File: config.mk
export PLATFORM = sky130hd
export DESIGN_NAME = pe_pass_sequencer
export DESIGN_NICKNAME = d
export VERILOG_FILES = /design/src/rtl/pe_pass_sequencer.sv
export SDC_FILE = /design/constraint.sdc
export NUM_CORES = 1
export LEC_CHECK = 0
export ABC_AREA = 1
export CORE_MARGIN = 4
export CORE_UTILIZATION = 35
export CTS_CLUSTER_SIZE = 40
export DETAILED_ROUTE_END_ITERATION = 6
export HOLD_SLACK_MARGIN = 0.02
export PLACE_DENSITY = 0.64
export REMOVE_ABC_BUFFERS = 1
export SYNTH_ARGS = -nofsm -noshare
export SYNTH_HDL_FRONTEND = slang
export SYNTH_SLANG_ARGS = --single-unit
File: constraint.sdc
create_clock -name clk -period 4 [get_ports clk]
set_input_delay 0.6 -clock clk [delete_from_list [all_inputs] [get_ports clk]]
set_output_delay 0.6 -clock clk [all_outputs]
set_load 0.1 [all_outputs]
File: src/rtl/pe_pass_sequencer.sv
// Runs one full PE pass: config load, filter/ifmap/ipsum streaming from a single-port GLB, opsum write-back.
// Optional stall-cycle counter on perf_cycles is built only when PE_SEQ_PERF_EN is defined.
module pe_pass_sequencer #(
  parameter int DATA_BITS   = 32,
  parameter int CONFIG_SIZE = 13,
  parameter int ADDR_W      = 12
) (
  input  logic                   clk,
  input  logic                   rst,
  input  logic                   start,
  input  logic [CONFIG_SIZE-1:0] cfg,
  input  logic [ADDR_W-1:0]      filter_base,
  input  logic [ADDR_W-1:0]      ifmap_base,
  input  logic [ADDR_W-1:0]      ipsum_base,
  input  logic [ADDR_W-1:0]      opsum_base,
  output logic                   busy,
  output logic                   done,
  output logic                   pe_en,
  output logic [CONFIG_SIZE-1:0] pe_config,
  output logic [DATA_BITS-1:0]   pe_filter,
  output logic [DATA_BITS-1:0]   pe_ifmap,
  output logic [DATA_BITS-1:0]   pe_ipsum,
  output logic                   pe_filter_valid,
  output logic                   pe_ifmap_valid,
  output logic                   pe_ipsum_valid,
  input  logic                   pe_filter_ready,
  input  logic                   pe_ifmap_ready,
  input  logic                   pe_ipsum_ready,
  input  logic [DATA_BITS-1:0]   pe_opsum,
  input  logic                   pe_opsum_valid,
  output logic                   pe_opsum_ready,
  output logic [ADDR_W-1:0]      glb_addr,
  output logic                   glb_ren,
  input  logic [DATA_BITS-1:0]   glb_rdata,
  output logic                   glb_wen,
  output logic [DATA_BITS-1:0]   glb_wdata,
  output logic [15:0]            perf_cycles
);

  typedef enum logic [2:0] {S_IDLE, S_CFG, S_FILTER, S_IFMAP, S_IPSUM, S_OPSUM, S_DONE} state_t;
  typedef enum logic {PH_FETCH, PH_HOLD} phase_t;

  localparam logic [ADDR_W-1:0] A_ONE = 1;

  state_t                 state_q, state_d, rd_next;
  phase_t                 phase_q, phase_d;
  logic                   fresh_q, fresh_d;
  logic [DATA_BITS-1:0]   hold_q, hold_d;
  logic [CONFIG_SIZE-1:0] cfg_q, cfg_d;
  logic [ADDR_W-1:0]      fbase_q, fbase_d, ibase_q, ibase_d, pbase_q, pbase_d, obase_q, obase_d;
  logic [ADDR_W-1:0]      fptr_q, fptr_d, iptr_q, iptr_d, pptr_q, pptr_d, optr_q, optr_d;
  logic [4:0]             cnt_q, cnt_d, col_q, col_d;
  logic                   ren_c, wen_c;

  logic [4:0]        rs_w, u_w, p_w, q_w, filt_n, ifm_n, ps_n, rd_target;
  logic [ADDR_W-1:0] rd_base, rd_ptr;
  logic              rd_rdy, rd_vld;
  logic [DATA_BITS-1:0] rd_dat;

  assign rs_w   = 5'(cfg_q[11:10]) + 5'd1;
  assign u_w    = 5'(cfg_q[9]) + 5'd1;
  assign p_w    = 5'(cfg_q[8:7]) + 5'd1;
  assign q_w    = 5'(cfg_q[1:0]) + 5'd1;
  assign filt_n = p_w * rs_w;
  assign ifm_n  = (col_q == 5'd0) ? rs_w : u_w;
  assign ps_n   = cfg_q[12] ? q_w : p_w;

  // Shared read engine: select base/pointer/quota/ready of the active stream.
  always_comb begin
    rd_base   = fbase_q;
    rd_ptr    = fptr_q;
    rd_target = filt_n;
    rd_rdy    = pe_filter_ready;
    rd_next   = S_IFMAP;
    case (state_q)
      S_IFMAP: begin
        rd_base = ibase_q; rd_ptr = iptr_q; rd_target = ifm_n;
        rd_rdy = pe_ifmap_ready; rd_next = S_IPSUM;
      end
      S_IPSUM: begin
        rd_base = pbase_q; rd_ptr = pptr_q; rd_target = ps_n;
        rd_rdy = pe_ipsum_ready; rd_next = S_OPSUM;
      end
      default: ;
    endcase
  end

  assign rd_vld = (phase_q == PH_HOLD) &&
                  (state_q == S_FILTER || state_q == S_IFMAP || state_q == S_IPSUM);
  // First HOLD cycle forwards the GLB return directly; later cycles use the captured copy.
  assign rd_dat = fresh_q ? glb_rdata : hold_q;

  always_comb begin
    state_d = state_q;  phase_d = phase_q;  fresh_d = 1'b0;  hold_d = hold_q;
    cfg_d   = cfg_q;    fbase_d = fbase_q;  ibase_d = ibase_q;
    pbase_d = pbase_q;  obase_d = obase_q;
    fptr_d  = fptr_q;   iptr_d  = iptr_q;   pptr_d  = pptr_q;  optr_d = optr_q;
    cnt_d   = cnt_q;    col_d   = col_q;
    ren_c   = 1'b0;     wen_c   = 1'b0;
    glb_addr = '0;      glb_wdata = '0;     pe_opsum_ready = 1'b0;
    case (state_q)
      S_IDLE: if (start) begin
        cfg_d = cfg;  fbase_d = filter_base;  ibase_d = ifmap_base;
        pbase_d = ipsum_base;  obase_d = opsum_base;
        fptr_d = '0;  iptr_d = '0;  pptr_d = '0;  optr_d = '0;
        cnt_d = '0;   col_d = '0;   phase_d = PH_FETCH;
        state_d = S_CFG;
      end
      S_CFG: state_d = S_FILTER;
      S_FILTER, S_IFMAP, S_IPSUM: begin
        if (phase_q == PH_FETCH) begin
          ren_c    = 1'b1;
          glb_addr = rd_base + rd_ptr;
          phase_d  = PH_HOLD;
          fresh_d  = 1'b1;
        end else begin
          if (fresh_q) hold_d = glb_rdata;
          if (rd_rdy) begin
            case (state_q)
              S_FILTER: fptr_d = fptr_q + A_ONE;
              S_IFMAP:  iptr_d = iptr_q + A_ONE;
              default:  pptr_d = pptr_q + A_ONE;
            endcase
            phase_d = PH_FETCH;
            if (cnt_q + 5'd1 == rd_target) begin
              cnt_d   = '0;
              state_d = rd_next;
            end else begin
              cnt_d = cnt_q + 5'd1;
            end
          end
        end
      end
      S_OPSUM: begin
        pe_opsum_ready = 1'b1;
        if (pe_opsum_valid) begin
          wen_c     = 1'b1;
          glb_addr  = obase_q + optr_q;
          glb_wdata = pe_opsum;
          optr_d    = optr_q + A_ONE;
          if (cnt_q + 5'd1 == ps_n) begin
            cnt_d = '0;
            if (col_q == cfg_q[6:2]) begin
              state_d = S_DONE;
            end else begin
              col_d   = col_q + 5'd1;
              state_d = S_IFMAP;
            end
          end else begin
            cnt_d = cnt_q + 5'd1;
          end
        end
      end
      S_DONE:  state_d = S_IDLE;
      default: state_d = S_IDLE;
    endcase
  end

  always_ff @(posedge clk) begin
    if (rst) begin
      state_q <= S_IDLE;  phase_q <= PH_FETCH;  fresh_q <= 1'b0;  hold_q <= '0;
      cfg_q   <= '0;      fbase_q <= '0;  ibase_q <= '0;  pbase_q <= '0;  obase_q <= '0;
      fptr_q  <= '0;      iptr_q  <= '0;  pptr_q  <= '0;  optr_q  <= '0;
      cnt_q   <= '0;      col_q   <= '0;
    end else begin
      state_q <= state_d;  phase_q <= phase_d;  fresh_q <= fresh_d;  hold_q <= hold_d;
      cfg_q   <= cfg_d;    fbase_q <= fbase_d;  ibase_q <= ibase_d;
      pbase_q <= pbase_d;  obase_q <= obase_d;
      fptr_q  <= fptr_d;   iptr_q  <= iptr_d;   pptr_q  <= pptr_d;  optr_q <= optr_d;
      cnt_q   <= cnt_d;    col_q   <= col_d;
    end
  end

  // A pass being aborted by rst must not touch the GLB in that cycle.
  assign glb_ren = ren_c & ~rst;
  assign glb_wen = wen_c & ~rst;

  assign busy            = (state_q != S_IDLE) && (state_q != S_DONE);
  assign done            = (state_q == S_DONE);
  assign pe_en           = (state_q == S_CFG);
  assign pe_config       = cfg_q;
  assign pe_filter       = rd_dat;
  assign pe_ifmap        = rd_dat;
  assign pe_ipsum        = rd_dat;
  assign pe_filter_valid = rd_vld && (state_q == S_FILTER);
  assign pe_ifmap_valid  = rd_vld && (state_q == S_IFMAP);
  assign pe_ipsum_valid  = rd_vld && (state_q == S_IPSUM);

`ifdef PE_SEQ_PERF_EN
  logic [15:0] perf_q;
  logic        stall;
  assign stall = busy && ((pe_filter_valid && !pe_filter_ready) ||
                          (pe_ifmap_valid  && !pe_ifmap_ready)  ||
                          (pe_ipsum_valid  && !pe_ipsum_ready)  ||
                          (pe_opsum_valid  && !pe_opsum_ready));
  always_ff @(posedge clk) begin
    if (rst)                                 perf_q <= '0;
    else if (state_q == S_IDLE && start)     perf_q <= '0;
    else if (stall && perf_q != 16'hFFFF)    perf_q <= perf_q + 16'd1;
  end
  assign perf_cycles = perf_q;
`else
  assign perf_cycles = '0;
`endif

endmodule
==> qor.yml <==
setup_path:
  required_ns: 3.40
  cp-end-kind: "primary output"
  timing_worst_setup_path_type: "reg2out"
  slowest_delay_ns: 0.37
  cp_data_arrival_time_ns: 3.23
  crit_chain: "inv_2 > nand3_4 > clkinvlp_4 > buf_6 > nand2_1 > o2bb2ai_1 > inv_1 > ha_1 > nand3_1 > nand2_2 > nand2_1 > nand2_1 > a21oi_2 > o21ai_2 > a21oi_1 > or2_2 > nand3_2 > nand2_2 > buf_12"
  cp_max_fo: 6
  path_common_cell: "nand2_1"
  slowest_stage: "dfxtp_4"
  startpoint_type: "flip-flop"
power:
  p_per_area_mw_per_mm2: 913
  p_sw_mw: 7.23
  p_seq_share_pct: 18.5
  switching_share_pct: 59.7
  pwr-share-clk_pct: 13.9
  vdd_drop_max_mv: 0.836
  p_total_mw: 12.1
  comb_power_share_pct: 67.5
  p_leak_nw: 5.70
  p_int_mw: 4.89
global_route:
  grt_overflow_total: 0
  grt_use_met3_pct: 5.31
  grt_use_met1_pct: 24.1
  grtUsageMet2_pct: 34.8
  grt-busiest-layer: "met2"
  grt_max_degree: 99
  antenna_found_initial: 0
  grt_pass1_wl_um: 50200
  grt_use_total_pct: 19.8
  grt_pass1_vias: 9813
placed_design:
  dp.cells: 2054
  dpl_cell_area_mm2: 0.0125
  place_congestion: 0.930
  dp_hpwl_um: 24500
  dpl_worst_slack_ns: 0.0280
  port_buffers: 293
route:
  drt_pass1_iterations: 5
  wl_per_cell_um: 15.2
  wl_um: 31800
  detail-route-antenna-nets: 0
  vias: 10300
  drc_errors: 0
  detail_route.vias_per_cell: 4.89
  dr.first_iter.drc_count: 436
final_layout:
  fin_nets: 1880
  multi_input_area_mm2: 0.00538
  layout.cells.non_filler: 2099
  seqCellArea_mm2: 0.00313
  post_route_cells_drive_above_1_share_pct: 16.2
  final_core_util_pct: 47.6
  fin_area_mm2: 0.0133
  synthToLayoutAreaGrowth_pct: 33.7
  diodes: 0
  nFillCells: 2842
clocking:
  clock-sinks: 156
  cts_tree: "built"
  clockBufferDepth: 2
  cts_made_buffers: 17
  ctsRootBufferMaster: "clkbuf_16"
  cts_hold_buf: 0
  clk_latency_ns: 0.44
  h-tree-depth: 4
  clk_transition_reported_paths_ns: 0.07
synthesis:
  netlist-cell-type-count: 51
  synthTopCellsByArea: "dfxtp_1, o21ai_0, nand2_1"
  synth_seq_cells: 156
  ys.flop_type: "dfxtp_1"
  synthCells: 1491
  async_flop_share_pct: 0
  seq_area_frac_synth_pct: 31.5
  ys_warn_count: 0
  synthDominantCellAreaShare_pct: 31.5
  syn_area_per_cell_um2: 6.66
  syn_area_mm2: 0.00993
  synth_edf_count: 0
  synth_area_leader_cell: "dfxtp_1"
sta:
  maxSlewViolCount: 0
  fin_ws_ns: 0.173
  finalCritPeriodShare_pct: 95.7
  hold_viol: 0
  skew_ns: 0.0197
  setup_viol: 0
  maxSlewHeadroom_pct: 29.1
  max_freq_ghz: 0.261
  period_minus_slack_ns: 3.83
  tightest_slew_ns: 1.06
  tns_ns: 0
  whs_ns: 0.447
floorplan:
  die_x_um: 176
  start_util_pct: 35.6
  dieHeight_um: 176
  num_io_pins: 310
  row_count: 61
  coreArea_mm2: 0.0279
  dieArea_mm2: 0.0311
worst_hold_path:
  hold_class: "reg2reg"
flow_run:
  drv_cap: 0
run_status:
  status: "completed"
worst max-delay path, delay by kind of cell, from the launching register on:
family	cells	cell delay [ns]
simple gates	9	1.02
buf+inv	5	0.65
compound gates	4	0.46
flops	1	0.37
fa+ha+maj	1	0.27
sequential cells by signal, summed over array words and instances (netlist names):
signal / cells
fbase_q: 12
ibase_q: 12
pbase_q: 12
hold_q: 32
iptr_q: 12
state_q: 3
fresh_q: 1
col_q: 5
cnt_q: 5
obase_q: 12
optr_q: 12
pptr_q: 12
fptr_q: 12
phase_q: 1
pe_config: 13
cells in the mapped netlist, types with 22 or more instances:
cell type	number
nand2_1	237
nand3_1	65
o21ai_0	180
nor3_1	22
o22ai_1	23
a21oi_1	132
buf_4	85
ha_1	35
clkbuf_1	47
dfxtp_1	156
inv_1	174
nor2_1	201
metal layers:
metal	vias to the layer above	share of wire, %
met5	-	0
met4	0	1.3
met3	32	8.5
met2	368	48
met1	4623	43
li1	5234	-
logic make-up (layout without fill, tap and decap cells):
kind of cell | after synthesis | count (layout) | synth area share, %
other cells | 1 | 16 | 0.0378
xor+xnor | 25 | 25 | 2.21
compound gates | 367 | 367 | 19.9
simple gates | 577 | 578 | 25.4
fa+ha+maj | 39 | 39 | 5.22
buf+inv | 326 | 540 | 15.8
flops | 156 | 156 | 31.5
path summary, 6_finish.rpt:
check | from | cells past startpoint | end | slack [ns]
min | hold_q[8] | 2 | hold_q[8] | 0.45
max reg2reg | pe_config[10] | 20 | state_q[1] | 0.79
max | state_q[2] | 19 | glb_addr[9] | 0.17
min reg2reg | hold_q[8] | 2 | hold_q[8] | 0.45
cells in the final DEF, fill, tap and decap left out, types with 7 or more instances in the layout:
| cell type | count |
|---|---|
| dfxtp_1 | 152 |
| nand2_1 | 233 |
| buf_4 | 165 |
| nor2_1 | 201 |
| conb_1 | 16 |
| clkdlybuf4s50_1 | 144 |
| xor2_1 | 19 |
| o22ai_1 | 23 |
| o21ai_0 | 170 |
| inv_1 | 173 |
| nand3_1 | 64 |
| o21ai_1 | 10 |
| inv_2 | 7 |
| a21oi_1 | 129 |
| nand4_1 | 17 |
| nand2_2 | 9 |
| ha_1 | 34 |
| nor3_1 | 21 |
| buf_12 | 14 |
| clkbuf_16 | 17 |
power by group through the flow:
stage / Sequential, mW / Clock [mW] / Combinational (mW)
after floorplan: 2.64 / 0 / 5.59
final: 2.24 / 1.69 / 8.18
after CTS: 2.24 / 1.72 / 8.11
after global placement: 2.26 / 0 / 8.02
after detailed placement: 2.27 / 0 / 8.05
after global routing: 2.30 / 1.78 / 8.72
what timing repair did:
item,CTS,global route
buffers inserted,4,8
resized for setup,12,27
cloned,1,1
pin swaps,0,7
setup endpoints to repair,6,6
layout make-up:
cell class	instances	area share (%)
Inverter	183	5.24
Clock inverter	14	1.31
Timing Repair Buffer	325	22.5
Timing Repair inverter	1	0.0566
Sequential cell	156	23.6
Clock buffer	17	3.21
Multi-Input combinational cell	1025	40.5
Tap cell	378	3.57
Note: power is estimated with default switching activity, not from simulation.
